[config.mk]
export PLATFORM = sky130hd
export DESIGN_NAME = mt_thread_scheduler
export DESIGN_NICKNAME = d
export VERILOG_FILES = /design/src/rtl/mt_thread_scheduler.sv
export SDC_FILE = /design/constraint.sdc
export NUM_CORES = 1
export LEC_CHECK = 0
export ABC_AREA = 1
export CAP_MARGIN = 20
export CORE_MARGIN = 2
export CORE_UTILIZATION = 54
export CTS_CLUSTER_SIZE = 10
export DETAILED_ROUTE_END_ITERATION = 7
export GPL_TIMING_DRIVEN = 0
export MAX_ROUTING_LAYER = met4
export PLACE_DENSITY = 0.74
export SLEW_MARGIN = 20
export SYNTH_ARGS = -nofsm -noshare
export SYNTH_HDL_FRONTEND = slang
export SYNTH_SLANG_ARGS = --single-unit
export TNS_END_PERCENT = 5
[constraint.sdc]
create_clock -name clk -period 3.97 [get_ports clk]
set_input_delay 1.191 -clock clk [delete_from_list [all_inputs] [get_ports clk]]
set_output_delay 1.191 -clock clk [all_outputs]
set_load 0.01 [all_outputs]
[src/rtl/mt_thread_scheduler.sv]
// Fine-grained interleaved thread scheduler.
// Keeps one PC per hardware thread and presents one eligible thread per cycle,
// chosen round-robin, to the fetch stage over a valid/ready handshake.
//
// Ports:
//   clk            - clock, all state updates on the rising edge
//   rst            - asynchronous active-low reset
//   thread_enable  - per-thread enable mask
//   thread_stall   - per-thread stall mask
//   fetch_ready    - fetch accepts the presented issue
//   redirect_*     - PC redirect request for one thread
//   halt_*         - sticky halt request for one thread
//   issue_valid/issue_tid/issue_pc - registered issue slot toward fetch
//   all_halted     - registered flag, every thread halted
module mt_thread_scheduler #(
   parameter int unsigned         NUM_THREADS      = 4,
   parameter int unsigned         TID_WIDTH        = 2,
   parameter int unsigned         PC_WIDTH         = 32,
   parameter logic [PC_WIDTH-1:0] RESET_PC         = '0,
   parameter logic [PC_WIDTH-1:0] THREAD_PC_STRIDE = PC_WIDTH'(32'h100),
   parameter logic [PC_WIDTH-1:0] PC_INC           = PC_WIDTH'(4)
) (
   input  logic                   clk,
   input  logic                   rst,
   input  logic [NUM_THREADS-1:0] thread_enable,
   input  logic [NUM_THREADS-1:0] thread_stall,
   input  logic                   fetch_ready,
   input  logic                   redirect_valid,
   input  logic [TID_WIDTH-1:0]   redirect_tid,
   input  logic [PC_WIDTH-1:0]    redirect_pc,
   input  logic                   halt_valid,
   input  logic [TID_WIDTH-1:0]   halt_tid,
   output logic                   issue_valid,
   output logic [TID_WIDTH-1:0]   issue_tid,
   output logic [PC_WIDTH-1:0]    issue_pc,
   output logic                   all_halted
);

   logic [PC_WIDTH-1:0]    pc_q [NUM_THREADS];
   logic [PC_WIDTH-1:0]    pc_d [NUM_THREADS];
   logic [NUM_THREADS-1:0] halted_q, halted_d;
   logic [TID_WIDTH-1:0]   last_tid_q, last_tid_d;
   logic                   issue_valid_q, issue_valid_d;
   logic [TID_WIDTH-1:0]   issue_tid_q, issue_tid_d;
   logic [PC_WIDTH-1:0]    issue_pc_q, issue_pc_d;
   logic                   all_halted_q, all_halted_d;

   logic                   accept;
   logic                   squash;
   logic [NUM_THREADS-1:0] redir_hit;
   logic [NUM_THREADS-1:0] halt_hit;
   logic [NUM_THREADS-1:0] eligible;
   logic [TID_WIDTH-1:0]   pick;
   logic [PC_WIDTH-1:0]    pick_pc;

   // State register
   always_ff @(posedge clk or negedge rst) begin
      if (!rst) begin
         for (int t = 0; t < NUM_THREADS; t++) begin
            pc_q[t] <= RESET_PC + PC_WIDTH'(t) * THREAD_PC_STRIDE;
         end
         halted_q      <= '0;
         last_tid_q    <= TID_WIDTH'(NUM_THREADS - 1);
         issue_valid_q <= 1'b0;
         issue_tid_q   <= '0;
         issue_pc_q    <= '0;
         all_halted_q  <= 1'b0;
      end else begin
         pc_q          <= pc_d;
         halted_q      <= halted_d;
         last_tid_q    <= last_tid_d;
         issue_valid_q <= issue_valid_d;
         issue_tid_q   <= issue_tid_d;
         issue_pc_q    <= issue_pc_d;
         all_halted_q  <= all_halted_d;
      end
   end

   // Next state: PC/halt updates first, then selection sees the same-edge values
   always_comb begin
      accept        = issue_valid_q & fetch_ready;
      squash        = 1'b0;
      redir_hit     = '0;
      halt_hit      = '0;
      pc_d          = pc_q;
      halted_d      = halted_q;
      issue_valid_d = issue_valid_q;
      issue_tid_d   = issue_tid_q;
      issue_pc_d    = issue_pc_q;
      pick          = '0;
      pick_pc       = '0;

      // Out-of-range tids never match any thread, so they are dropped here.
      for (int t = 0; t < NUM_THREADS; t++) begin
         redir_hit[t] = redirect_valid && (redirect_tid == TID_WIDTH'(t));
         halt_hit[t]  = halt_valid && (halt_tid == TID_WIDTH'(t));
         if (accept && (issue_tid_q == TID_WIDTH'(t))) begin
            pc_d[t] = pc_q[t] + PC_INC;
         end
         // Redirect wins over the increment of a same-edge accept.
         if (redir_hit[t]) begin
            pc_d[t] = redirect_pc;
         end
         if (halt_hit[t]) begin
            halted_d[t] = 1'b1;
         end
         // A held issue whose thread is redirected or halted is withdrawn.
         if (issue_valid_q && !fetch_ready && (issue_tid_q == TID_WIDTH'(t)) &&
             (redir_hit[t] || halt_hit[t])) begin
            squash = 1'b1;
         end
      end

      last_tid_d = accept ? issue_tid_q : last_tid_q;
      eligible   = thread_enable & ~thread_stall & ~halted_d;

      // Round-robin: lowest eligible above last_tid, else lowest at/below it.
      for (int t = NUM_THREADS - 1; t >= 0; t--) begin
         if (eligible[t] && (TID_WIDTH'(t) <= last_tid_d)) begin
            pick = TID_WIDTH'(t);
         end
      end
      for (int t = NUM_THREADS - 1; t >= 0; t--) begin
         if (eligible[t] && (TID_WIDTH'(t) > last_tid_d)) begin
            pick = TID_WIDTH'(t);
         end
      end
      for (int t = 0; t < NUM_THREADS; t++) begin
         if (pick == TID_WIDTH'(t)) begin
            pick_pc = pc_d[t];
         end
      end

      if (squash) begin
         issue_valid_d = 1'b0;
      end else if (!issue_valid_q || fetch_ready) begin
         issue_valid_d = |eligible;
         issue_tid_d   = pick;
         issue_pc_d    = pick_pc;
      end

      all_halted_d = &halted_d;
   end

   assign issue_valid = issue_valid_q;
   assign issue_tid   = issue_tid_q;
   assign issue_pc    = issue_pc_q;
   assign all_halted  = all_halted_q;

endmodule
Yosys cells after proc, flatten, opt, wreduce, memory -nomap -nowiden
Index checks and enable logic that the tools add are counted.
Widths: inputs -> output; s select.
{"block": "totals", "register_bits": 170, "input_bits": 49, "out_inout_bits": 36, "wordCells": 115}
{"block": "op_classes", "n_addsub": 4, "magnitude_cmp": 8, "n_eq_ne": 12, "muxes": 31, "bitwise": 6, "reduce_logical": 44}
{"operator": "$mux 32", "count": 12}
{"operator": "$add 32x3->32 const B", "count": 4}
{"operator": "$logic_and 1x1->1", "count": 29}
{"operator": "$mux 2", "count": 9}
{"operator": "$eq 2x2->1 const B", "count": 8}
{"operator": "$mux 1", "count": 10}
{"operator": "$and 4x4->4", "count": 2}
{"operator": "$eq 2x1->1 const B", "count": 4}
{"operator": "$logic_not 2->1", "count": 4}
{"operator": "$not 4->4", "count": 2}
{"operator": "$logic_or 1x1->1", "count": 5}
{"operator": "$gt 1x2->1 const A", "count": 2}
{"operator": "$gt 2x2->1 const A", "count": 2}
{"operator": "$le 1x2->1 const A", "count": 2}
{"operator": "$le 2x2->1 const A", "count": 2}
{"operator": "$reduce_and 4->1", "count": 1}
{"operator": "$reduce_or 4->1", "count": 1}
{"operator": "$logic_not 1->1", "count": 2}
{"operator": "$reduce_and 2->1", "count": 1}
{"operator": "$reduce_bool 2->1", "count": 1}
{"operator": "$and 1x1->1", "count": 1}
{"operator": "$not 1->1", "count": 1}

Depth between registers and ports, before layout
{"block": "depth", "ltp_word": 19, "ltp_mapped": 17, "depth_no_buf": 17}

Worst setup path before layout
No wires, ideal clock.
{"block": "synth_timing", "path_kind": "input to register", "from": "in halt_tid[1]", "to": "reg issue_pc_q[23], in the netlist issue_pc[23]", "setup_ns": 0.117, "arrival_time_ns": 2.487, "required_ns": 3.853, "slack_ns": 1.366, "path_stages": 12, "n_path_buf": 1, "path_cell_list": "inv_2 -> nand3_1 -> nand2_1 -> nor2_2 -> nand4_4 -> nand2_4 -> inv_4 -> buf_2 -> o21ai_0 -> nand3_1 -> nand3_1 -> nand2_1"}
{"block": "synth_via", "elab_cells_between_ends": 52, "classes_between": "eq/ne (6); mux (20); bitwise (3); reduce/logical (23)"}
{"element": "start, declared", "line_no": "32", "source": "input logic [TID_WIDTH-1:0] halt_tid,"}
{"element": "$eq 2x1->1 *", "line_no": "96", "source": "halt_hit[t] = halt_valid && (halt_tid == TID_WIDTH'(t));"}
{"element": "$logic_and 1x1->1 *", "line_no": "96"}
{"element": "$mux 1 *", "line_no": "104", "source": "if (halt_hit[t]) begin"}
{"element": "via halted_d[1]", "line_no": "41", "source": "logic [NUM_THREADS-1:0] halted_q, halted_d;"}
{"element": "$not 4->4 *", "line_no": "115", "source": "eligible = thread_enable & ~thread_stall & ~halted_d;"}
{"element": "$and 4x4->4 *", "line_no": "115"}
{"element": "$logic_and 1x1->1", "line_no": "119", "source": "if (eligible[t] && (TID_WIDTH'(t) <= last_tid_d)) begin"}
{"element": "$mux 2 (2 in series)", "line_no": "119"}
{"element": "$mux 2 (2 in series)", "line_no": "124", "source": "if (eligible[t] && (TID_WIDTH'(t) > last_tid_d)) begin"}
{"element": "$mux 2 * (2 in series)", "line_no": "124"}
{"element": "$logic_not 2->1", "line_no": "129", "source": "if (pick == TID_WIDTH'(t)) begin"}
{"element": "$mux 32 (3 in series)", "line_no": "129"}
{"element": "$mux 32 *", "line_no": "129"}
{"element": "end signal, assigned", "line_no": "74", "source": "issue_pc_q <= issue_pc_d;"}
{"element": "end, declared", "line_no": "45", "source": "logic [PC_WIDTH-1:0] issue_pc_q, issue_pc_d;"}
Mark *: on every way through the listed nets, which the timed path passes. The rest lies on a longest branch.
A chain may end at the register's enable or synchronous reset.

Worst setup path in the final report
{"block": "layout_timing", "from": "in fetch_ready", "to": "reg issue_pc_q[21], in the netlist issue_pc[21]"}
{"block": "layout_via", "elab_chain_cells": 17, "elab_cells_between_ends": 63, "classes_between": "order compare (8); eq/ne (3); mux (25); bitwise (2); reduce/logical (25)"}
{"element": "start, declared", "line_no": "27", "source": "input logic fetch_ready,"}
{"element": "$and 1x1->1", "line_no": "81", "source": "accept = issue_valid_q & fetch_ready;"}
{"element": "$mux 2", "line_no": "114", "source": "last_tid_d = accept ? issue_tid_q : last_tid_q;"}
{"element": "$le 2x2->1", "line_no": "119"}
{"element": "$logic_and 1x1->1", "line_no": "119"}
{"element": "$mux 2 (4 in series)", "line_no": "119"}
{"element": "$mux 2 (4 in series)", "line_no": "124"}
{"element": "$logic_not 2->1", "line_no": "129"}
{"element": "$mux 32 (4 in series)", "line_no": "129"}
Several ways; a longest one is shown, not always the timed one.

==> results.py <==
metrics = {
    "status": {
        "outcome": "completed",
    },
    "clock_network": {
        "root_buffer": "clkbuf_16",
        "cts_buffers": 17,
        "clkSlewWorstSetupHoldPaths_ns": 0.08,
        "hold_buffers": 0,
        "cts_setup_buffers": 0,
        "h-tree-depth": 4,
        "clock_latency_ns": 0.45,
        "cts_tree": "done",
        "cts_resized": 0,
        "cts.sinks": 170,
        "max-clock-path-buffers": 2,
    },
    "route": {
        "drt-total-wl_um": 44450,
        "ant_nets": 0,
        "drt-pass1-iter-count": 6,
        "wl_per_cell_um": 21.59,
        "vias": 11960,
        "drt-vias-per-instance": 5.807,
        "first_iter_violations": 1520,
        "route.detailed.drc": 0,
    },
    "critical_path": {
        "crit_required_ns": 4.31,
        "crit_type": "in -> reg",
        "cp_cell_sequence": "clkdlybuf4s50_1 > nand2_4 > nor2_4 > nand3_2 > nor3_4 > nand2_1 > nand2_1 > nand2_1 > o21ai_0 > nor2_1 > nor2_1 > nand2_1 > nand2_1 > nand2_1",
        "critPathCaptureType": "register",
        "r2r_cells": 14,
        "startpoint_type": "input pin",
        "cp_max_fo": 5,
        "slowest_stage": "clkdlybuf4s50_1",
        "crit_arrival_ns": 3.96,
        "cpMostUsedCell": "nand2_1",
        "r2r_slack_ns": 1.18,
        "cp_top_family": "simple AND/OR/NAND/NOR gates",
        "cp_slowest_stage_delay_ns": 0.59,
        "crit_buf_inv": 1,
        "cp_num_cells": 14,
    },
    "min_path": {
        "whs_path_depth": 2,
        "worstHoldPathType": "reg -> reg",
    },
    "synth": {
        "synth_flop_cell": "dfrtp_1",
        "syn_nets": 1721,
        "syn_avg_cell_area_um2": 6.789,
        "yosys.area.top_type_share_pct": 36.24,
        "ys_seq_elements": 170,
        "ys.warnings.count": 0,
        "synthTopCellsByArea": "dfrtp_1, nand2_1, nor2_1",
        "synthCells": 1668,
        "synth_edf_count": 0,
        "synth_common_cells": "nand2_1, nor2_1, dfrtp_1",
        "yosys.area.top_type": "dfrtp_1",
        "ys_async_sr_fraction_pct": 100.0,
        "yosysSeqAreaShare_pct": 37.64,
        "synth_most_common_cell": "nand2_1",
        "syn-cell-area_um2": 11320,
        "synth_cell_types": 54,
    },
    "cells_and_area": {
        "nFillCells": 1926,
        "area_growth_pct": 16.08,
        "fin_nets": 1826,
        "final_layout_size_suffix_gt1_share_pct": 7.335,
    },
    "flow_run": {
        "drv_cap": 0,
    },
    "die": {
        "coreArea_um2": 20430,
        "initial_core_util_pct": 55.43,
        "die_area_um2": 22140,
        "die_x_um": 148.8,
        "chipHeight_um": 148.8,
        "rows": 52,
        "pin_count": 85,
    },
    "timing": {
        "maxSlewHeadroom_pct": 43.03,
        "finalWorstPathRequiredPeriod_ns": 3.616,
        "setup_ws_ns": 0.3544,
        "timing.fmax_ghz": 0.2766,
        "rsz0062_at_grt": "no",
        "hold_viol": 0,
        "post-route-period-util_pct": 91.07,
        "report.final.slew_viol_count": 0,
        "worst_slew_pin_slew_ns": 0.8545,
        "setup_viol": 0,
        "finClkSkew_ns": 0.01312,
        "setup-tns-final_ns": 0,
    },
    "grt": {
        "grt_max_degree": 71,
        "grtUsageTotal_pct": 42.03,
        "grt_pass1_wl_um": 66040,
        "grt_pass1_vias": 11070,
        "grt_overflow_total": 0,
        "antenna_found_initial": 2,
    },
    "power": {
        "irDropWorstVdd_v": 0.0002847,
        "p_per_area_nw_per_um2": 397.0,
        "power_leakage_nw": 6.006,
        "finalPower_mw": 5.218,
    },
    "place": {
        "portBuffers": 84,
        "pre_cts_slack_ns": 0.01954,
        "place_hpwl_um": 34510,
        "place_congestion": 1.081,
    },
}
## cell usage in the layout, fill, tap and decap left out, types with 11 or more instances in the layout
cell and n:
nor3_1 13, clkbuf_16 17, clkbuf_1 25, xnor2_1 33, nor2_1 212, nand4_1 28, clkdlybuf4s50_1 83, a21oi_1 18
nand3b_1 17, nand2_1 645, buf_2 11, nand3_1 118, xor2_1 30, a31oi_1 11, o21ai_0 81, dfrtp_1 164
inv_1 128, o21ai_1 21
## worst register-to-register path: stages (launching register included)
cell	delay, ns
dfrtp_1	0.43
inv_1	0.13
nand2_1	0.13
nor2_4	0.26
nand3_2	0.24
nor3_4	0.28
nand2_1	0.08
nand2_1	0.06
nand2_1	0.06
o21ai_0	0.49
nor2_1	0.09
nor2_1	0.23
nand2_1	0.10
nand2_1	0.07
nand2_1	0.06
## final timing paths
check | startpoint | end
min reg2reg | halted_q[0]$_DFF_PN0_ | halted_q[0]$_DFF_PN0_
max in group asynchronous | rst | pc_q[41]$_DFF_PN1_
min in group asynchronous | rst | all_halted$_DFF_PN0_
max | fetch_ready | issue_pc[21]$_DFFE_PN0P_
min | halted_q[0]$_DFF_PN0_ | halted_q[0]$_DFF_PN0_
max reg2reg | issue_tid[1]$_DFFE_PN0P_ | issue_pc[21]$_DFFE_PN0P_
## logic make-up (layout without fill, tap and decap cells)
logic type / Yosys count / in the layout / synth area share, %
fa+ha+maj: 4 / 4 / 0.4420
flops: 170 / 170 / 37.64
simple gates: 1095 / 1095 / 42.88
buf+inv: 184 / 302 / 6.685
xor+xnor: 63 / 63 / 4.873
compound gates: 152 / 152 / 7.481
other cells: 0 / 3 / 0
## sequential cells by signal, summed over array words and instances, names as in the netlist
name         count
pc_q           128
issue_pc        32
halted_q         4
issue_tid        2
last_tid_q       2
all_halted       1
issue_valid      1
## power breakdown
part | total [mW] | switching, mW | internal (mW)
logic | 1.24 | 0.797 | 0.439
clock network | 1.70 | 0.806 | 0.895
registers | 2.28 | 0.278 | 2.00
total | 5.22 | 1.88 | 3.34
## layout make-up
class,instances,area (um^2),share of cell area [%]
diodes,3,7.507,0.05712
well taps,270,337.8,2.570
inverters,138,521.8,3.970
repair buffers,86,900.9,6.854
flip-flops and latches,170,4262,32.42
multi-input cells,1314,6305,47.97
clock inverters,14,135.1,1.028
clock buffers,18,439.2,3.341
plain buffers,46,235.2,1.790
## per-layer routing
metal,wire length (um),share of wire [%],vias to the layer above,track usage (%)
met5,0,0,-,-
met4,2672,6.0,0,21.05
met3,4828,11,128,8.563
met2,18770,42,682,60.25
met1,18180,41,5623,56.82
li1,-,-,5523,-
## stage by stage
step | cells | cell area, um^2 | util (%) | hold slack [ns]
after floorplan | 1668 | 11320 | - | 0.4414
after global placement | 2022 | 12500 | 61.20 | 0.4630
after detailed placement | 2024 | 12560 | 61.49 | 0.4617
after CTS | 2056 | 13140 | 64.30 | 0.4801
after global routing | 2059 | 13140 | 64.34 | 0.4974
final | 2059 | 13140 | 64.34 | 0.4763
Power figures use the tool's default switching activity.
